===== config.mk =====
export PLATFORM = sky130hd
export DESIGN_NAME = cla5_rr_scheduler_flat
export DESIGN_NICKNAME = d
export VERILOG_FILES = /design/src/rtl/cla5_pkg.sv /design/src/rtl/cla5_rr_scheduler_if.sv /design/src/rtl/cla5_tag_pipe.sv /design/src/rtl/cla5_rr_scheduler.sv /design/src/flat_wrapper.sv
export SDC_FILE = /design/constraint.sdc
export NUM_CORES = 1
export LEC_CHECK = 0
export BUFFER_PORTS_ARGS = -buffer_cell sky130_fd_sc_hd__buf_4
export CORE_ASPECT_RATIO = 1.4
export CORE_MARGIN = 10
export CORE_UTILIZATION = 44
export DETAILED_ROUTE_END_ITERATION = 8
export PLACE_DENSITY = 0.81
export SYNTH_ARGS = -nofsm -noshare
export SYNTH_HDL_FRONTEND = slang
export SYNTH_SLANG_ARGS = --single-unit

===== constraint.sdc =====
create_clock -name clk_i -period 2.2 [get_ports clk_i]
set_input_delay 0.33 -clock clk_i [delete_from_list [all_inputs] [get_ports clk_i]]
set_output_delay 0.33 -clock clk_i [all_outputs]
set_load 0.02 [all_outputs]

===== src/rtl/cla5_pkg.sv =====
// cla5_pkg: shared constants and helpers for the shared 5-bit CLA scheduler.
package cla5_pkg;
   localparam int CLA_W     = 5;
   localparam int MAX_REQ   = 8;
   localparam int MAX_ID_W  = 3;

   // Tag carried alongside the adder pipeline is {valid, id}, packed MSB-first.
   function automatic int tag_width(input int id_w);
      return 1 + id_w;
   endfunction

   // Round-robin search from ptr, wrapping mod n; returns {found, id}.
   function automatic logic [MAX_ID_W:0] rr_pick(input logic [MAX_REQ-1:0] valid,
                                                 input logic [MAX_ID_W-1:0] ptr,
                                                 input int n);
      logic [MAX_ID_W:0] r;
      int idx;
      r = '0;
      for (int i = n - 1; i >= 0; i--) begin
         idx = (int'(ptr) + i) % n;
         if (valid[idx]) r = {1'b1, MAX_ID_W'(idx)};
      end
      return r;
   endfunction
endpackage


===== src/rtl/cla5_rr_scheduler_if.sv =====
// cla5_rr_scheduler_if: requester, adder and response signals of the scheduler.
interface cla5_rr_scheduler_if #(
   parameter int NUM_REQ   = 4,
   parameter int ADDER_LAT = 2,
   parameter int CNT_W     = 16
);
   import cla5_pkg::*;
   localparam int ID_W = $clog2(NUM_REQ);
   localparam int IF_W = $clog2(ADDER_LAT + 1);
   logic [NUM_REQ-1:0]       req_valid;
   logic [CLA_W*NUM_REQ-1:0] req_a;
   logic [CLA_W*NUM_REQ-1:0] req_b;
   logic [NUM_REQ-1:0]       req_cin;
   logic [NUM_REQ-1:0]       req_ready;
   logic                     hold;
   logic [CLA_W-1:0]         add_a;
   logic [CLA_W-1:0]         add_b;
   logic                     add_cin;
   logic [CLA_W-1:0]         add_sum;
   logic                     add_cout;
   logic                     rsp_valid;
   logic [ID_W-1:0]          rsp_id;
   logic [CLA_W-1:0]         rsp_sum;
   logic                     rsp_cout;
   logic [IF_W-1:0]          inflight;
   logic [CNT_W-1:0]         op_count;

   modport slave (
      input  req_valid, req_a, req_b, req_cin, hold, add_sum, add_cout,
      output req_ready, add_a, add_b, add_cin, rsp_valid, rsp_id, rsp_sum, rsp_cout,
             inflight, op_count
   );

   modport master (
      output req_valid, req_a, req_b, req_cin, hold, add_sum, add_cout,
      input  req_ready, add_a, add_b, add_cin, rsp_valid, rsp_id, rsp_sum, rsp_cout,
             inflight, op_count
   );
endinterface


===== src/rtl/cla5_tag_pipe.sv =====
// cla5_tag_pipe: {valid,id} shift register that tracks ops through the adder.
module cla5_tag_pipe #(
   parameter int W     = 3,
   parameter int DEPTH = 2
) (
   input  logic         clk_i,
   input  logic         reset_i,
   input  logic [W-1:0] tag_i,
   output logic [W-1:0] tag_o
);
   logic [W-1:0] pipe_q [DEPTH];

   always_ff @(posedge clk_i or posedge reset_i) begin
      if (reset_i) begin
         for (int i = 0; i < DEPTH; i++) pipe_q[i] <= '0;
      end else begin
         pipe_q[0] <= tag_i;
         for (int i = 1; i < DEPTH; i++) pipe_q[i] <= pipe_q[i-1];
      end
   end

   assign tag_o = pipe_q[DEPTH-1];
endmodule


===== src/rtl/cla5_rr_scheduler.sv =====
// cla5_rr_scheduler: round-robin sharing of one pipelined 5-bit CLA adder,
// returning each result tagged with the requester ID that issued it.
module cla5_rr_scheduler
   import cla5_pkg::*;
#(
   parameter int NUM_REQ   = 4,
   parameter int ADDER_LAT = 2,
   parameter int ID_W      = $clog2(NUM_REQ),
   parameter int CNT_W     = 16
) (
   input logic                clk_i,
   input logic                reset_i,
   cla5_rr_scheduler_if.slave bus
);
   localparam int IF_W  = $clog2(ADDER_LAT + 1);
   localparam int TAG_W = tag_width(ID_W);

   logic [MAX_ID_W:0] pick;
   logic              grant;
   logic [ID_W-1:0]   win;
   logic [ID_W-1:0]   ptr_q, ptr_d;
   logic [IF_W-1:0]   inflight_q, inflight_d;
   logic [CNT_W-1:0]  op_count_q, op_count_d;
   logic [TAG_W-1:0]  tag_in, tag_out;

   always_comb begin
      pick          = rr_pick(MAX_REQ'(bus.req_valid), MAX_ID_W'(ptr_q), NUM_REQ);
      grant         = pick[MAX_ID_W] & ~bus.hold & ~reset_i;
      win           = ID_W'(pick[MAX_ID_W-1:0]);
      bus.req_ready = grant ? NUM_REQ'(1) << win : '0;
      bus.add_a     = grant ? bus.req_a[win*CLA_W +: CLA_W] : '0;
      bus.add_b     = grant ? bus.req_b[win*CLA_W +: CLA_W] : '0;
      bus.add_cin   = grant & bus.req_cin[win];
      // Pointer only advances on a grant, so requesters waiting through hold keep priority.
      ptr_d         = !grant ? ptr_q : (32'(win) == NUM_REQ - 1) ? '0 : win + 1'b1;
      tag_in        = {grant, win};
      inflight_d    = inflight_q + IF_W'(grant) - IF_W'(tag_out[TAG_W-1]);
      op_count_d    = op_count_q + CNT_W'(grant);
   end

   always_ff @(posedge clk_i or posedge reset_i) begin
      if (reset_i) begin
         ptr_q      <= '0;
         inflight_q <= '0;
         op_count_q <= '0;
      end else begin
         ptr_q      <= ptr_d;
         inflight_q <= inflight_d;
         op_count_q <= op_count_d;
      end
   end

   cla5_tag_pipe #(.W(TAG_W), .DEPTH(ADDER_LAT)) u_tag_pipe (
      .clk_i   (clk_i),
      .reset_i (reset_i),
      .tag_i   (tag_in),
      .tag_o   (tag_out)
   );

   assign bus.rsp_valid = tag_out[TAG_W-1];
   assign bus.rsp_id    = tag_out[ID_W-1:0];
   assign bus.rsp_sum   = bus.add_sum;
   assign bus.rsp_cout  = bus.add_cout;
   assign bus.inflight  = inflight_q;
   assign bus.op_count  = op_count_q;
endmodule

===== src/flat_wrapper.sv =====
// flat-port wrapper written by rule: the top's interface ports become plain ports
module cla5_rr_scheduler_flat import cla5_pkg::*;
#(
   parameter int NUM_REQ   = 4,
   parameter int ADDER_LAT = 2,
   parameter int ID_W      = $clog2(NUM_REQ),
   parameter int CNT_W     = 16
)
  (clk_i, reset_i, bus_req_valid, bus_req_a, bus_req_b, bus_req_cin, bus_hold, bus_add_sum, bus_add_cout, bus_req_ready, bus_add_a, bus_add_b, bus_add_cin, bus_rsp_valid, bus_rsp_id, bus_rsp_sum, bus_rsp_cout, bus_inflight, bus_op_count);
  cla5_rr_scheduler_if #(.NUM_REQ(NUM_REQ), .ADDER_LAT(ADDER_LAT), .CNT_W(CNT_W)) bus_i ();
  input logic clk_i;
  input logic reset_i;
  input wire logic [$bits(bus_i.req_valid)-1:0] bus_req_valid;
  input wire logic [$bits(bus_i.req_a)-1:0] bus_req_a;
  input wire logic [$bits(bus_i.req_b)-1:0] bus_req_b;
  input wire logic [$bits(bus_i.req_cin)-1:0] bus_req_cin;
  input wire logic [$bits(bus_i.hold)-1:0] bus_hold;
  input wire logic [$bits(bus_i.add_sum)-1:0] bus_add_sum;
  input wire logic [$bits(bus_i.add_cout)-1:0] bus_add_cout;
  output wire logic [$bits(bus_i.req_ready)-1:0] bus_req_ready;
  output wire logic [$bits(bus_i.add_a)-1:0] bus_add_a;
  output wire logic [$bits(bus_i.add_b)-1:0] bus_add_b;
  output wire logic [$bits(bus_i.add_cin)-1:0] bus_add_cin;
  output wire logic [$bits(bus_i.rsp_valid)-1:0] bus_rsp_valid;
  output wire logic [$bits(bus_i.rsp_id)-1:0] bus_rsp_id;
  output wire logic [$bits(bus_i.rsp_sum)-1:0] bus_rsp_sum;
  output wire logic [$bits(bus_i.rsp_cout)-1:0] bus_rsp_cout;
  output wire logic [$bits(bus_i.inflight)-1:0] bus_inflight;
  output wire logic [$bits(bus_i.op_count)-1:0] bus_op_count;
  assign bus_i.req_valid = bus_req_valid;
  assign bus_i.req_a = bus_req_a;
  assign bus_i.req_b = bus_req_b;
  assign bus_i.req_cin = bus_req_cin;
  assign bus_i.hold = bus_hold;
  assign bus_i.add_sum = bus_add_sum;
  assign bus_i.add_cout = bus_add_cout;
  assign bus_req_ready = bus_i.req_ready;
  assign bus_add_a = bus_i.add_a;
  assign bus_add_b = bus_i.add_b;
  assign bus_add_cin = bus_i.add_cin;
  assign bus_rsp_valid = bus_i.rsp_valid;
  assign bus_rsp_id = bus_i.rsp_id;
  assign bus_rsp_sum = bus_i.rsp_sum;
  assign bus_rsp_cout = bus_i.rsp_cout;
  assign bus_inflight = bus_i.inflight;
  assign bus_op_count = bus_i.op_count;
  cla5_rr_scheduler #(.NUM_REQ(NUM_REQ), .ADDER_LAT(ADDER_LAT), .ID_W(ID_W), .CNT_W(CNT_W)) u_core (.clk_i(clk_i), .reset_i(reset_i), .bus(bus_i));
endmodule

# Word-level counts from Yosys, hierarchy flattened
# Cells that the tools add are included.
[totals] latch_bits=0 mem_bits_rw=0 word_cells=54 mem_bits_ro=0 ff_bits=26 memories=0 output_inout_bits=42
[op_classes] n_bitwise=8 add_sub_neg=7 div_mod_pow=0 reduce_logical=3 eq_ne=1 mul=1 mux=21 n_lt_le_gt_ge=5 n_shift=3
[ops] cell="20-bit by 6-bit indexed part select with 5-bit output" n=2
[ops] cell="4-bit 2-to-1 mux" n=5
[ops] cell="16-bit by 1-bit adder with 16-bit output" n=1
[ops] cell="3-bit by 5-bit less-than comparator with 1-bit output (second input constant)" n=3
[ops] cell="5-bit 2-to-1 mux" n=2
[ops] cell="1-bit binary-select mux with 3-bit select" n=3
[ops] cell="1-bit 2-to-1 mux" n=8
[ops] cell="2-bit OR reduction" n=3
[ops] cell="2-bit by 3-bit multiplier with 5-bit output (second input constant)" n=1
[ops] cell="2-bit by 1-bit adder with 2-bit output (second input constant)" n=2
[ops] cell="2-bit adder (second input constant)" n=2
[ops] cell="1-bit binary-select mux with 2-bit select" n=2
[ops] cell="2-bit by 4-bit less-than comparator with 1-bit output (second input constant)" n=1
[ops] cell="1-bit by 2-bit << shifter with 4-bit output (first input constant)" n=1
[ops] cell="1-bit AND" n=3
[ops] cell="1-bit AND (first input constant)" n=3
[ops] cell="2-bit by 3-bit less-than comparator with 1-bit output (second input constant)" n=1
[ops] cell="2-bit by 1-bit adder with 2-bit output" n=1
[ops] cell="2-bit == test (second input constant)" n=1
[ops] cell="2-bit 2-to-1 mux" n=1
[ops] cell="1-bit NOT" n=2
[ops] cell="2-bit by 1-bit subtractor with 2-bit output" n=1

# Depth between registers and ports, before layout
[depth] ltp_word=14 depth_mapped=7

# Cells and area by module
# A second synthesis with hierarchy kept.
[hier_totals] cells_unflattened=145 area_unflattened_um2=1604.0
[modules_own_cells] module="cla5_rr_scheduler" cells_each=135 area_each_um2=1427.6 n_inst=1
[modules_own_cells] module="cla5_tag_pipe" cells_each=10 area_each_um2=176.4 n_inst=1

# Worst setup path after synthesis
# No wires, ideal clock.
[synth_timing] path_type="register to output" startpoint="register u_core.ptr_q[1]" endpoint="output port bus_req_ready[3]" path_slack_ps=188 path_stages_with_launch=7 arrival_time_ps=1682 n_path_buf=1 path_cell_list="dfrtp_1 -> mux2_4 -> o221ai_4 -> buf_6 -> inv_1 -> ha_1 -> and2_1"
[synth_between] elab_cells_between_ends=28 cone_classes="add/sub (3); shift (1); mux (16); bitwise (5); reduce/logical (3)"
[synth_rtl] item="start: declaration" line="cla5_rr_scheduler.sv:21" text="logic [ID_W-1:0] ptr_q, ptr_d;"
[synth_rtl] item="start signal: assignment" line="cla5_rr_scheduler.sv:47" text="ptr_q <= ptr_d;"
[synth_rtl] item="2-bit adder" line="cla5_pkg.sv:20" text="idx = (int'(ptr) + i) % n;"
[synth_rtl] item="2-bit OR reduction (no source line)"
[synth_rtl] item="1-bit AND (no source line)"
[synth_rtl] item="1-bit binary-select mux with 3-bit select" line="cla5_pkg.sv:21" text="if (valid[idx]) r = {1'b1, MAX_ID_W'(idx)};"
[synth_rtl] item="1-bit 2-to-1 mux (implied by the code) (2 in a row)" line="cla5_pkg.sv:21"
[synth_rtl] item="4-bit 2-to-1 mux (3 in a row)" line="cla5_pkg.sv:21"
[synth_rtl] item="4-bit 2-to-1 mux (*)" line="cla5_pkg.sv:21"
[synth_rtl] item="via u_core.pick[0]" line="cla5_rr_scheduler.sv:18" text="logic [MAX_ID_W:0] pick;"
[synth_rtl] item="1-bit by 2-bit << shifter with 4-bit output (*)" line="cla5_rr_scheduler.sv:30" text="bus.req_ready = grant ? NUM_REQ'(1) << win : '0;"
[synth_rtl] item="4-bit 2-to-1 mux (*)" line="cla5_rr_scheduler.sv:30"
[synth_rtl] item="end: declaration" line="flat_wrapper.sv:20" text="output wire logic [$bits(bus_i.req_ready)-1:0] bus_req_ready;"
# Mark *: on every way through the listed nets, which the timed path passes. The rest lies on a longest branch. The select of a mux whose other input is x is not followed.

# Worst setup path after layout
[layout_timing] startpoint="register u_core.ptr_q[1]" endpoint="output port bus_add_a[2]"
[layout_between] elab_chain_len=13 elab_cells_between_ends=29 cone_classes="add/sub (3); mul (1); shift (1); mux (16); bitwise (5); reduce/logical (3)"
[layout_lines] item="2-bit adder" line="cla5_pkg.sv:20"
[layout_lines] item="2-bit OR reduction (no source line)"
[layout_lines] item="1-bit AND (no source line)"
[layout_lines] item="1-bit binary-select mux with 3-bit select" line="cla5_pkg.sv:21"
[layout_lines] item="1-bit 2-to-1 mux (implied by the code) (2 in a row)" line="cla5_pkg.sv:21"
[layout_lines] item="4-bit 2-to-1 mux (3 in a row)" line="cla5_pkg.sv:21"
[layout_lines] item="4-bit 2-to-1 mux (*)" line="cla5_pkg.sv:21"
[layout_lines] item="2-bit by 3-bit multiplier with 5-bit output or 1-bit AND (tied branches)" line="cla5_rr_scheduler.sv:31, cla5_rr_scheduler.sv:28"
[layout_lines] item="20-bit by 6-bit indexed part select with 5-bit output or 1-bit AND (tied branches)" line="cla5_rr_scheduler.sv:31, cla5_rr_scheduler.sv:28"
[layout_lines] item="5-bit 2-to-1 mux (*)" line="cla5_rr_scheduler.sv:31" text="bus.add_a = grant ? bus.req_a[win*CLA_W +: CLA_W] : '0;"
[layout_lines] item="end: declaration" line="flat_wrapper.sv:21" text="output wire logic [$bits(bus_i.add_a)-1:0] bus_add_a;"
# Every way passes the cells marked *; elsewhere a longest branch is shown, timed or not. The select of a mux whose other input is x is not followed.

==> results.sh <==
export IMPL_overflow=0
export IMPL_synthToLayoutAreaGrowth_pct=59.8
export IMPL_max_stage_delay_ns=0.42
export IMPL_coreArea_um2=3680
export IMPL_drc=0
export IMPL_finish_instance_area_um2=2710
export IMPL_crit_path_start_kind="flip-flop"
export IMPL_grt_antenna_before_repair=0
export IMPL_synthCells=149
export IMPL_dr_pass1_iters=4
export IMPL_grt_pass1_wl_um=7570
export IMPL_placed_area_um2=2360
export IMPL_slowest_stage="dfrtp_1"
export IMPL_cts_made_buffers=3
export IMPL_slew_viol_final=0
export IMPL_fillers=259
export IMPL_fin_skew_ns=0.00227
export IMPL_max_clock_path_buffers=2
export IMPL_grt_use_total=0.133
export IMPL_cap_violations=0
export IMPL_min_path_type="in2async"
export IMPL_synth_warning_count=0
export IMPL_crit_path_end_kind="output port"
export IMPL_arrival_ns=1.98
export IMPL_fp_dieW_um=72.5
export IMPL_holdWs_ns=0.125
export IMPL_start_util=0.462
export IMPL_p_per_area_nw_per_um2=856
export IMPL_clkTransAtPathRegs_ns=0.09
export IMPL_syn_area_per_cell_um2=11.4
export IMPL_leakage_nw=1.31
export IMPL_path_max_fanout=5
export IMPL_dr_first_iter_drc_count=51
export IMPL_avgViaCountPerCell=5.17
export IMPL_worstMarginPinSlew_ns=0.501
export IMPL_ys_seq_area_frac=0.383
export IMPL_via_count=1464
export IMPL_hold_viol=0
export IMPL_pin_count=99
export IMPL_finalSetupViolCount=15
export IMPL_place_ws_ns=0.0746
export IMPL_rsz0062_at_grt="yes"
export IMPL_syn_nets=215
export IMPL_clockRootBuffer="clkbuf_8"
export IMPL_vdd_drop_max_uv=676
export IMPL_syn_cell_area_um2=1700
export IMPL_finalCritPeriodShare=1.05
export IMPL_yosysUniqueCellTypes=33
export IMPL_die_area_um2=6780
export IMPL_gp_congestion=0.722
export IMPL_post_route_util=0.738
export IMPL_cts_tree="built"
export IMPL_drive_above_1_share=0.606
export IMPL_crit_required_ns=1.87
export IMPL_wl_per_cell_um=16.7
export IMPL_postLayoutSetupSlackWorst_ns=-0.107
export IMPL_clk_latency_ns=0.26
export IMPL_synth_seq_cells=26
export IMPL_max_slew_margin=0.663
export IMPL_crit_type="reg2out"
export IMPL_rows=26
export IMPL_min_period_ns=2.31
export IMPL_dp_hpwl_um=3700
export IMPL_status="finished with violations"
export IMPL_grt_max_degree=27
export IMPL_clock_sinks=26
export IMPL_htree_levels=1
export IMPL_violations="negative setup slack"
export IMPL_ant_nets=0
export IMPL_diodes=0
export IMPL_finish_net_count=308
export IMPL_die_height_um=93.5
export IMPL_cp_cell_sequence="mux2_4 -> o221ai_4 -> buf_12 -> buf_8 -> mux2i_2 -> o22ai_2 -> buf_6"
export IMPL_grt_pass1_vias=1748
export IMPL_ctsHoldBuffers=0
export IMPL_totalWireLength_um=4720
export IMPL_max_freq_mhz=434
export IMPL_numPortBuffers=86
cells by family after synthesis:
logic type / Yosys count / share of synthesized area
and+or+nand+nor: 36 / 0.125
DFF: 26 / 0.383
muxes: 24 / 0.145
buffers and inverters: 21 / 0.0819
AOI/OAI and AO/OA: 17 / 0.115
xor gates and xnor gates: 16 / 0.0826
adders and majority gates: 9 / 0.0664
final timing paths:
check | to | from | cells past startpoint | slack (ns)
worst max-delay path | bus_add_a[2] | u_core.ptr_q[1] | 7 | -0.11
worst min-delay path | u_core.u_tag_pipe.pipe_q[5] | reset_i | 3 | 0.13
worst max register to register | u_core.ptr_q[1] | u_core.ptr_q[1] | 7 | 0.37
worst min register to register | u_core.u_tag_pipe.tag_o[1] | u_core.u_tag_pipe.pipe_q[4] | 0 | 0.35
max in group asynchronous | u_core.bus.op_count[5] | reset_i | 3 | 1.83
min in group clk_i | u_core.u_tag_pipe.tag_o[1] | u_core.u_tag_pipe.pipe_q[4] | 0 | 0.35
power by group:
part | switching (W) | internal [W]
Clock | 0.000144 | 0.000160
Sequential | 0.000109 | 0.000593
Combinational | 0.000622 | 0.000692
state kept, by name, summed over array words and instances (netlist names):
register                  count
u_core.ptr_q                  2
u_core.u_tag_pipe.tag_o       3
u_core.bus.op_count          16
u_core.bus.inflight           2
u_core.u_tag_pipe.pipe_q      3
per-layer routing:
metal | share of wire | track usage | vias up
met5 | 0 | 0 | -
met4 | 0.0030 | 0.0190 | 0
met3 | 0.18 | 0.107 | 2
met2 | 0.48 | 0.232 | 76
met1 | 0.34 | 0.119 | 678
li1 | - | - | 708
layout make-up:
| type | instances | area, um2 | area share |
|---|---|---|---|
| flip-flops and latches | 26 | 651 | 0.240 |
| clock buffers | 4 | 55.1 | 0.0203 |
| well taps | 42 | 52.6 | 0.0194 |
| inverters | 9 | 36.3 | 0.0134 |
| multi-input cells | 102 | 1070 | 0.394 |
| repair buffers | 100 | 850 | 0.313 |
synth_stat cells, drive strengths merged:
cell type	instances	area, um2
mux2i	22	220
a21oi	1	5.00
nand4	4	25.0
nand3b	1	7.51
inv	9	33.8
xor2	5	43.8
xnor2	11	96.3
or3b	2	17.5
a21boi	1	7.51
a221oi	1	8.76
nor4	2	12.5
o22ai	11	138
nand2b	1	6.26
mux2	2	26.3
nor2	3	11.3
and2	4	25.0
nor2b	1	6.26
and3	1	6.26
o21ai	2	10.0
and4	1	8.76
dfrtp	26	651
o221ai	1	26.3
nor3	4	31.3
nand2	5	18.8
or2	1	6.26
nand3	6	30.0
ha	9	113
buf	12	105
cells in the final DEF (no fill, tap or decap), drive strengths merged, types with 2 or more instances in the layout:
cell,synthesis,layout
buf,12,100
dfrtp,26,26
mux2i,22,22
xnor2,11,11
o22ai,11,11
inv,9,9
ha,9,9
nand3,6,6
xor2,5,5
nand2,5,5
nand4,4,4
and2,4,4
clkbuf,0,4
nor3,4,4
nor2,3,3
or3b,2,2
nor4,2,2
mux2,2,2
o21ai,2,2
worst max-delay path, delay by kind of cell (launching register included):
family / cells / cell delay, ns
multiplexers: 2 / 0.54
buffers and inverters: 3 / 0.42
flip-flops: 1 / 0.42
AO/OA/AOI/OAI: 2 / 0.33
metrics by stage:
step,TNS (ns),instances,total power [W]
2_1_floorplan,0,149,0.00137
3_3_place_gp,0,273,0.00171
3_5_place_dp,0,273,0.00174
4_1_cts,-0.970,284,0.00229
5_1_grt,-2.06,283,0.00245
6_report,-0.943,283,0.00232
repair_timing:
action / CTS / global route
setup endpoints to repair: 15 / 15
buffers inserted: 6 / 1
gates resized for setup: 34 / 26
cloned: 1 / 0
pin swaps: 7 / 1
(Power assumes the default switching activity.)
